<file path="config.mk">
export PLATFORM = sky130hd
export DESIGN_NAME = lu_seq_ctrl
export DESIGN_NICKNAME = d
export VERILOG_FILES = /design/src/rtl/lu_pkg.sv /design/src/rtl/lu_cell.sv /design/src/rtl/lu_seq_ctrl.sv
export SDC_FILE = /design/constraint.sdc
export NUM_CORES = 1
export LEC_CHECK = 0
export CAP_MARGIN = 5
export CORE_ASPECT_RATIO = 2
export CORE_MARGIN = 8
export CORE_UTILIZATION = 45
export CTS_CLUSTER_DIAMETER = 80
export DETAILED_ROUTE_END_ITERATION = 10
export GPL_TIMING_DRIVEN = 0
export PLACE_DENSITY = 0.7
export SKIP_CTS_REPAIR_TIMING = 1
export SYNTH_ARGS = -nofsm -noshare
export SYNTH_HDL_FRONTEND = slang
export SYNTH_SLANG_ARGS = --single-unit
</file>
<file path="constraint.sdc">
create_clock -name clk -period 1.7 [get_ports clk]
set_input_delay 0.255 -clock clk [delete_from_list [all_inputs] [get_ports clk]]
set_output_delay 0.255 -clock clk [all_outputs]
set_load 0.02 [all_outputs]
</file>
<file path="src/rtl/lu_pkg.sv">
// Shared definitions for the bit-serial logic unit: op codes, FSM states, default width.
package lu_pkg;

  localparam int DEFAULT_WIDTH = 8;

  localparam logic [2:0] OP_NOT  = 3'b000;
  localparam logic [2:0] OP_AND  = 3'b001;
  localparam logic [2:0] OP_NAND = 3'b010;
  localparam logic [2:0] OP_OR   = 3'b011;
  localparam logic [2:0] OP_NOR  = 3'b100;
  localparam logic [2:0] OP_XOR  = 3'b101;
  localparam logic [2:0] OP_XNOR = 3'b110;
  localparam logic [2:0] OP_ILL  = 3'b111;

  typedef enum logic [1:0] {
    IDLE = 2'd0,
    RUN  = 2'd1,
    DONE = 2'd2
  } state_t;

endpackage

</file>
<file path="src/rtl/lu_cell.sv">
// One-bit combinational logic cell; the b operand is inverted before the selected gate.
module lu_cell
  import lu_pkg::*;
(
  input  logic       a,
  input  logic       b,
  input  logic [2:0] op,
  output logic       y
);

  logic nb;

  assign nb = ~b;

  always_comb begin
    // NOTE: y gets a default before the case so no op value can leave it unassigned and infer a latch.
    y = 1'b0;
    case (op)
      OP_NOT:  y = ~a;
      OP_AND:  y = a & nb;
      OP_NAND: y = ~(a & nb);
      OP_OR:   y = a | nb;
      OP_NOR:  y = ~(a | nb);
      OP_XOR:  y = a ^ nb;
      OP_XNOR: y = ~(a ^ nb);
      default: y = 1'b0;
    endcase
  end

endmodule

</file>
<file path="src/rtl/lu_seq_ctrl.sv">
// Bit-serial logic unit: evaluates one result bit per cycle, LSB first, through a single lu_cell.
// Optional macro LU_SEQ_PARITY_EN registers the XOR-reduce of each result on the parity port.
module lu_seq_ctrl
  import lu_pkg::*;
#(
  parameter int WIDTH = DEFAULT_WIDTH
) (
  input  logic             clk,
  input  logic             rst_n,
  input  logic             start,
  input  logic [2:0]       op,
  input  logic [WIDTH-1:0] a,
  input  logic [WIDTH-1:0] b,
  output logic             busy,
  output logic             done,
  output logic [WIDTH-1:0] result,
  output logic             err,
  output logic             parity
);

  localparam int CNT_W = $clog2(WIDTH + 1);

  state_t           state, state_nxt;
  logic [2:0]       op_q;
  logic [WIDTH-1:0] a_sh, b_sh, res_sh;
  logic [CNT_W-1:0] cnt;
  logic             cell_y;
  logic             accept, reject, last_bit;
  logic [WIDTH-1:0] res_full;

  assign accept   = (state == IDLE) && start && (op != OP_ILL);
  assign reject   = (state == IDLE) && start && (op == OP_ILL);
  assign last_bit = (state == RUN) && (cnt == CNT_W'(WIDTH - 1));
  assign res_full = {cell_y, res_sh[WIDTH-1:1]};

  lu_cell u_cell (
    .a  (a_sh[0]),
    .b  (b_sh[0]),
    .op (op_q),
    .y  (cell_y)
  );

  always_ff @(posedge clk or negedge rst_n) begin
    // NOTE: sequential state uses non-blocking assignments so every register samples pre-edge values.
    if (!rst_n) state <= IDLE;
    else        state <= state_nxt;
  end

  always_comb begin
    state_nxt = state;
    case (state)
      IDLE: begin
        if (reject)      state_nxt = DONE;
        else if (accept) state_nxt = RUN;
      end
      RUN:     if (last_bit) state_nxt = DONE;
      DONE:    state_nxt = IDLE;
      default: state_nxt = IDLE;
    endcase
  end

  // NOTE: the shift registers are reset along with the control state so a mid-run reset leaves nothing stale.
  always_ff @(posedge clk or negedge rst_n) begin
    if (!rst_n) begin
      op_q   <= OP_NOT;
      a_sh   <= '0;
      b_sh   <= '0;
      res_sh <= '0;
      cnt    <= '0;
      result <= '0;
      err    <= 1'b0;
    end else if (accept) begin
      op_q   <= op;
      a_sh   <= a;
      b_sh   <= b;
      res_sh <= '0;
      cnt    <= '0;
      err    <= 1'b0;
    end else if (reject) begin
      result <= '0;
      err    <= 1'b1;
    end else if (state == RUN) begin
      a_sh   <= {1'b0, a_sh[WIDTH-1:1]};
      b_sh   <= {1'b0, b_sh[WIDTH-1:1]};
      res_sh <= res_full;
      cnt    <= cnt + 1'b1;
      // Only the completed word ever reaches the visible result register.
      if (last_bit) result <= res_full;
    end
  end

`ifdef LU_SEQ_PARITY_EN
  always_ff @(posedge clk or negedge rst_n) begin
    if (!rst_n)        parity <= 1'b0;
    else if (reject)   parity <= 1'b0;
    else if (last_bit) parity <= ^res_full;
  end
`else
  assign parity = 1'b0;
`endif

  assign busy = (state == RUN);
  assign done = (state == DONE);

endmodule

</file>
# Word-level counts from Yosys, hierarchy flattened
# Index checks and enable logic that the tools add are counted.
[word_totals]
output_inout_bits = 12
word_cells = 67
regBits = 42
[op_classes]
n_bitwise = 9
addsub = 1
reduce_logical = 13
n_mux = 22
eq_ne = 14
[op_table]
columns = ["operator", "count"]
rows = [
  ["$mux W8", 12],
  ["$eq A3 B3 Y1 const B", 4],
  ["$mux W4", 3],
  ["$reduce_bool A2 Y1", 4],
  ["$pmux W1 S7", 1],
  ["$eq A3 B2 Y1 const B", 2],
  ["$mux W2", 3],
  ["$ne A3 B3 Y1 const B", 2],
  ["$not A1 Y1", 6],
  ["$add A4 B1 Y4 const B", 1],
  ["$eq A4 B3 Y1 const B", 1],
  ["$logic_and A1 B1 Y1", 4],
  ["$pmux W2 S2", 1],
  ["$reduce_and A2 Y1", 2],
  ["$eq A3 B1 Y1 const B", 1],
  ["$logic_not A3 Y1", 1],
  ["$reduce_and A3 Y1", 1],
  ["$eq A2 B1 Y1 const B", 1],
  ["$eq A2 B2 Y1 const B", 1],
  ["$logic_not A2 Y1", 1],
  ["$mux W1", 2],
  ["$ne A2 B1 Y1 const B", 1],
  ["$ne A2 B2 Y1 const B", 1],
  ["$and A1 B1 Y1", 1],
  ["other kinds (2)", 2],
]

# Logic depth before layout (Yosys ltp)
[depth]
depth_word = 7
depth_mapped = 6
ltp_nobuf = 5

# Hierarchy
# A second synthesis with hierarchy kept.
[unflattened]
cells_unflattened = 156
hier_area_um2 = 2015.7
[by_module_without_submodules]
columns = ["module", "cells_per_inst", "instances", "area_per_inst_um2"]
rows = [
  ["lu_seq_ctrl", 144, 1, 1915.6],
  ["lu_cell", 12, 1, 100.1],
]

# Worst setup path after synthesis
# OpenSTA, ideal clock, no wires.
[synth_path]
path_kind = "register -> register"
startpoint = "register b_sh[0]"
endpoint = "register result[7]"
slack_ns = 0.161
stages_incl_launch_ff = 6
setup_time_ns = 0.075
t_arrival_ns = 1.464
path_cell_list = "dfrtp_1 > inv_1 > ha_1 > or2_1 > mux4_2 > o2bb2ai_2"
[synth_via]
elab_chain_len = 7
[synth_lines]
columns = ["element", "line", "rtl"]
rows = [
  ["from (decl)", "lu_seq_ctrl.sv:25", "logic [WIDTH-1:0] a_sh, b_sh, res_sh;"],
  ["from (signal assigned)", "lu_seq_ctrl.sv:84", "b_sh <= {1'b0, b_sh[WIDTH-1:1]};"],
  ["$not A1 Y1 *", "lu_cell.sv:13", "assign nb = ~b;"],
  ["$xor A1 B1 Y1 (tied with other cells)", "lu_cell.sv:24, lu_cell.sv:25", ""],
  ["$not A1 Y1, on equally long branches", "lu_cell.sv:25, lu_cell.sv:21, lu_cell.sv:23", ""],
  ["$pmux W1 S7 *", "lu_cell.sv:18", "case (op)"],
  ["$mux W8 *", "lu_seq_ctrl.sv:88", "if (last_bit) result <= res_full;"],
  ["$mux W8 *", "lu_seq_ctrl.sv:82", "end else if (state == RUN) begin"],
  ["$mux W8 *", "lu_seq_ctrl.sv:79", "end else if (reject) begin"],
  ["to (signal assigned)", "lu_seq_ctrl.sv:88", ""],
  ["to (decl)", "lu_seq_ctrl.sv:16", "output logic [WIDTH-1:0] result,"],
]
# Mark *: on every way between the ends. The rest lies on a longest branch, timed or not. The select of a mux whose other input is x is not followed.
# A chain may end at the register's enable or synchronous reset.

# Final worst setup path
[layout_path]
startpoint = "register state[0]"
endpoint = "output port busy"
[layout_via]
elab_chain_len = 1
[layout_lines]
columns = ["element", "line", "rtl"]
rows = [
  ["from (decl)", "lu_seq_ctrl.sv:23", "state_t state, state_nxt;"],
  ["from (signal assigned)", "lu_seq_ctrl.sv:46", "else state <= state_nxt;"],
  ["$eq A2 B1 Y1", "lu_seq_ctrl.sv:102", "assign busy = (state == RUN);"],
  ["to (decl)", "lu_seq_ctrl.sv:14", "output logic busy,"],
]
# Every way passes these cells.

==> metrics <==
count of pins over their slew limit 0; Setup crit start kind flip-flop; Peak Freq 594 MHz; GR Overflow Total 0; max_slew headroom 41.1%; final setup fails 0; area delta synth->final 29.3%; Post-Route WL 4.33 mm; outcome completed; final net count 253; DRT iter0 DRCs 29; Post-Syn Area 1810 µm²; HP Class in -> async; GPL Wtd Cong 0.809; clk_skew 0.00879 ns; Initial Utilization 47.1%; vias in the first global route 1497; met1 wire length 1.58 mm; Post-synth EDFFs 0; port bufs 32; Final Cycle Share 99.0%; clk slew on worst S/H paths 0.07 ns; ys async rst share 100%; PnR worst setup slack 0.0162 ns; TritonCTS clock tree done; max_cap viols 0; uppermost layer routed met4; post-synth net total 208; initial antenna violation count 0; Wirelength per Cell 15.6 µm; Yosys top cell by area dfrtp_1; ys flop type dfrtp_1; Top-Level Pins 34; dpl ws -0.333 ns; die width 60.9 µm; largest net degree at the start of global routing 42; Seq cells post-synth 41; total number of vias 1493; Worst Tran Pin Value 0.883 ns; CTS buffer count 5; Die Ht 106 µm; diode count 0; post-synth top area share 56.6%; H-tree levels 2; Pwr Density 1790 nW/µm²; Worst Path Max Fanout 10; worst endpoint required time 1.44 ns; Tot GR Track Use 14.4%; Synth top cells by count nand2_1 (49), dfrtp_1 (41), nor2_1 (17); antenna-violating nets left 0; Post-Synthesis Cells 183; YS warnings 0; Crit. End Element primary output; Worst-Skew Late Latency 0.29 ns; routed vias/inst 5.37; Yosys cell types 34; top post-synthesis cells by area dfrtp_1 (57%), nand2_1 (10%), a31oi_1 (3.8%), nor2_1 (3.5%), a22o_1 (3.4%); die area 6440 µm²; most common cell in the netlist nand2_1; Worst VDD drop 0.00102 V; Clock Path Buffers 2; wire length on met3 254 µm; first-pass GRT wire length 7.08 mm; Syn Area/Cell 9.90 µm²; DR DRC count 0; clock sinks 41; Final Hold Viols 0; RSZ-0062 raised after global routing yes; Seq/Total Area, Yosys 56.6%; row cnt 32; Final min period 1.68 ns; DR pass1 iterations 4; Core Region 3840 µm²; Root Driver clkbuf_8; share of cells above drive strength 1 14.5%; WHS 0.0851 ns; routed wl met2 2.39 mm; critical path class reg -> out; DP HPWL 3.20 mm; Worst Path Arrival 1.43 ns; P_leak 1.08 nW
## state kept, by name (all words and copies together) (netlist names)
| register | flops |
|---|---|
| a_sh | 8 |
| b_sh | 8 |
| cnt | 4 |
| err | 1 |
| op_q | 3 |
| res_sh | 7 |
| result | 8 |
| state | 2 |
## worst paths after layout
kind                           start         to  slack [ns]  cells past startpoint
setup / recovery            state[0]       busy        0.02                      5
hold / removal                 rst_n    a_sh[7]        0.09                      1
setup reg to reg             a_sh[0]  res_sh[7]        0.07                      5
hold reg to reg            result[2]  result[2]        0.50                      1
max in group asynchronous      rst_n  res_sh[6]        1.06                      1
min in group clk                b[7]    b_sh[7]        0.50                      3
## worst max-delay path: stages, from the launching register on
cell        delay (ns)
dfrtp_1           0.43
nand2b_1          0.15
buf_6             0.15
clkinvlp_4        0.12
buf_6             0.16
buf_6             0.13
## per-layer routing
layer,vias to the layer above,GRT usage (%)
met1,734,15.0
met3,8,3.53
met4,0,6.39
li1,700,-
met2,51,25.5
met5,-,0
## report_power, final
part           internal (mW)  total, mW  switching, mW  leakage [nW]
clock                  0.270      0.571          0.301        0.0399
combinational          0.901       1.89          0.994         0.522
sequential              1.40       1.72          0.318         0.519
## through the flow
step                instances  setup TNS, ns  total power [mW]  utilization, %  cell area [µm²]
floorplan                 183              0              2.83               -             1810
global placement          266         -25.60              3.37            57.1             2200
detailed placement        266          -3.18              3.45            57.0             2190
CTS                       272         -0.679              4.05            58.9             2260
global route              278        -0.0891              4.50            60.9             2340
finish                    278              0              4.19            60.9             2340
## cell type report
| class | count | area (µm²) |
|---|---|---|
| inverters | 5 | 22.5 |
| clock inverters | 1 | 5.00 |
| multi-input cells | 126 | 726 |
| flip-flops and latches | 41 | 1030 |
| clock buffers | 5 | 68.8 |
| well taps | 51 | 63.8 |
| plain buffers | 11 | 68.8 |
| repair buffers | 38 | 362 |
| fillers | 346 | 1500 |
## logic make-up (layout without fill, tap and decap cells)
logic type	Yosys count	in the layout	synth area share, %
buffers and inverters	16	60	4.28
and+or+nand+nor	80	80	18.9
adders and majority gates	3	3	2.07
AOI/OAI and AO/OA	36	36	13.7
xor gates and xnor gates	2	2	0.967
other	1	1	0.207
DFF	41	41	56.6
muxes	4	4	3.18
## layout by cell type, fill, tap and decap left out, types with 2 or more instances in the layout
master,count
nand2_1,49
dfrtp_1,41
clkdlybuf4s50_1,29
nor2_1,17
a31oi_1,11
buf_4,7
a22o_1,7
buf_2,6
a21oi_1,6
nand3_1,5
clkbuf_8,5
o21ai_0,4
inv_1,3
buf_6,3
clkbuf_1,3
a22oi_1,3
xor2_1,2
mux2i_1,2
ha_1,2
Note: power is estimated with default switching activity, not from simulation.
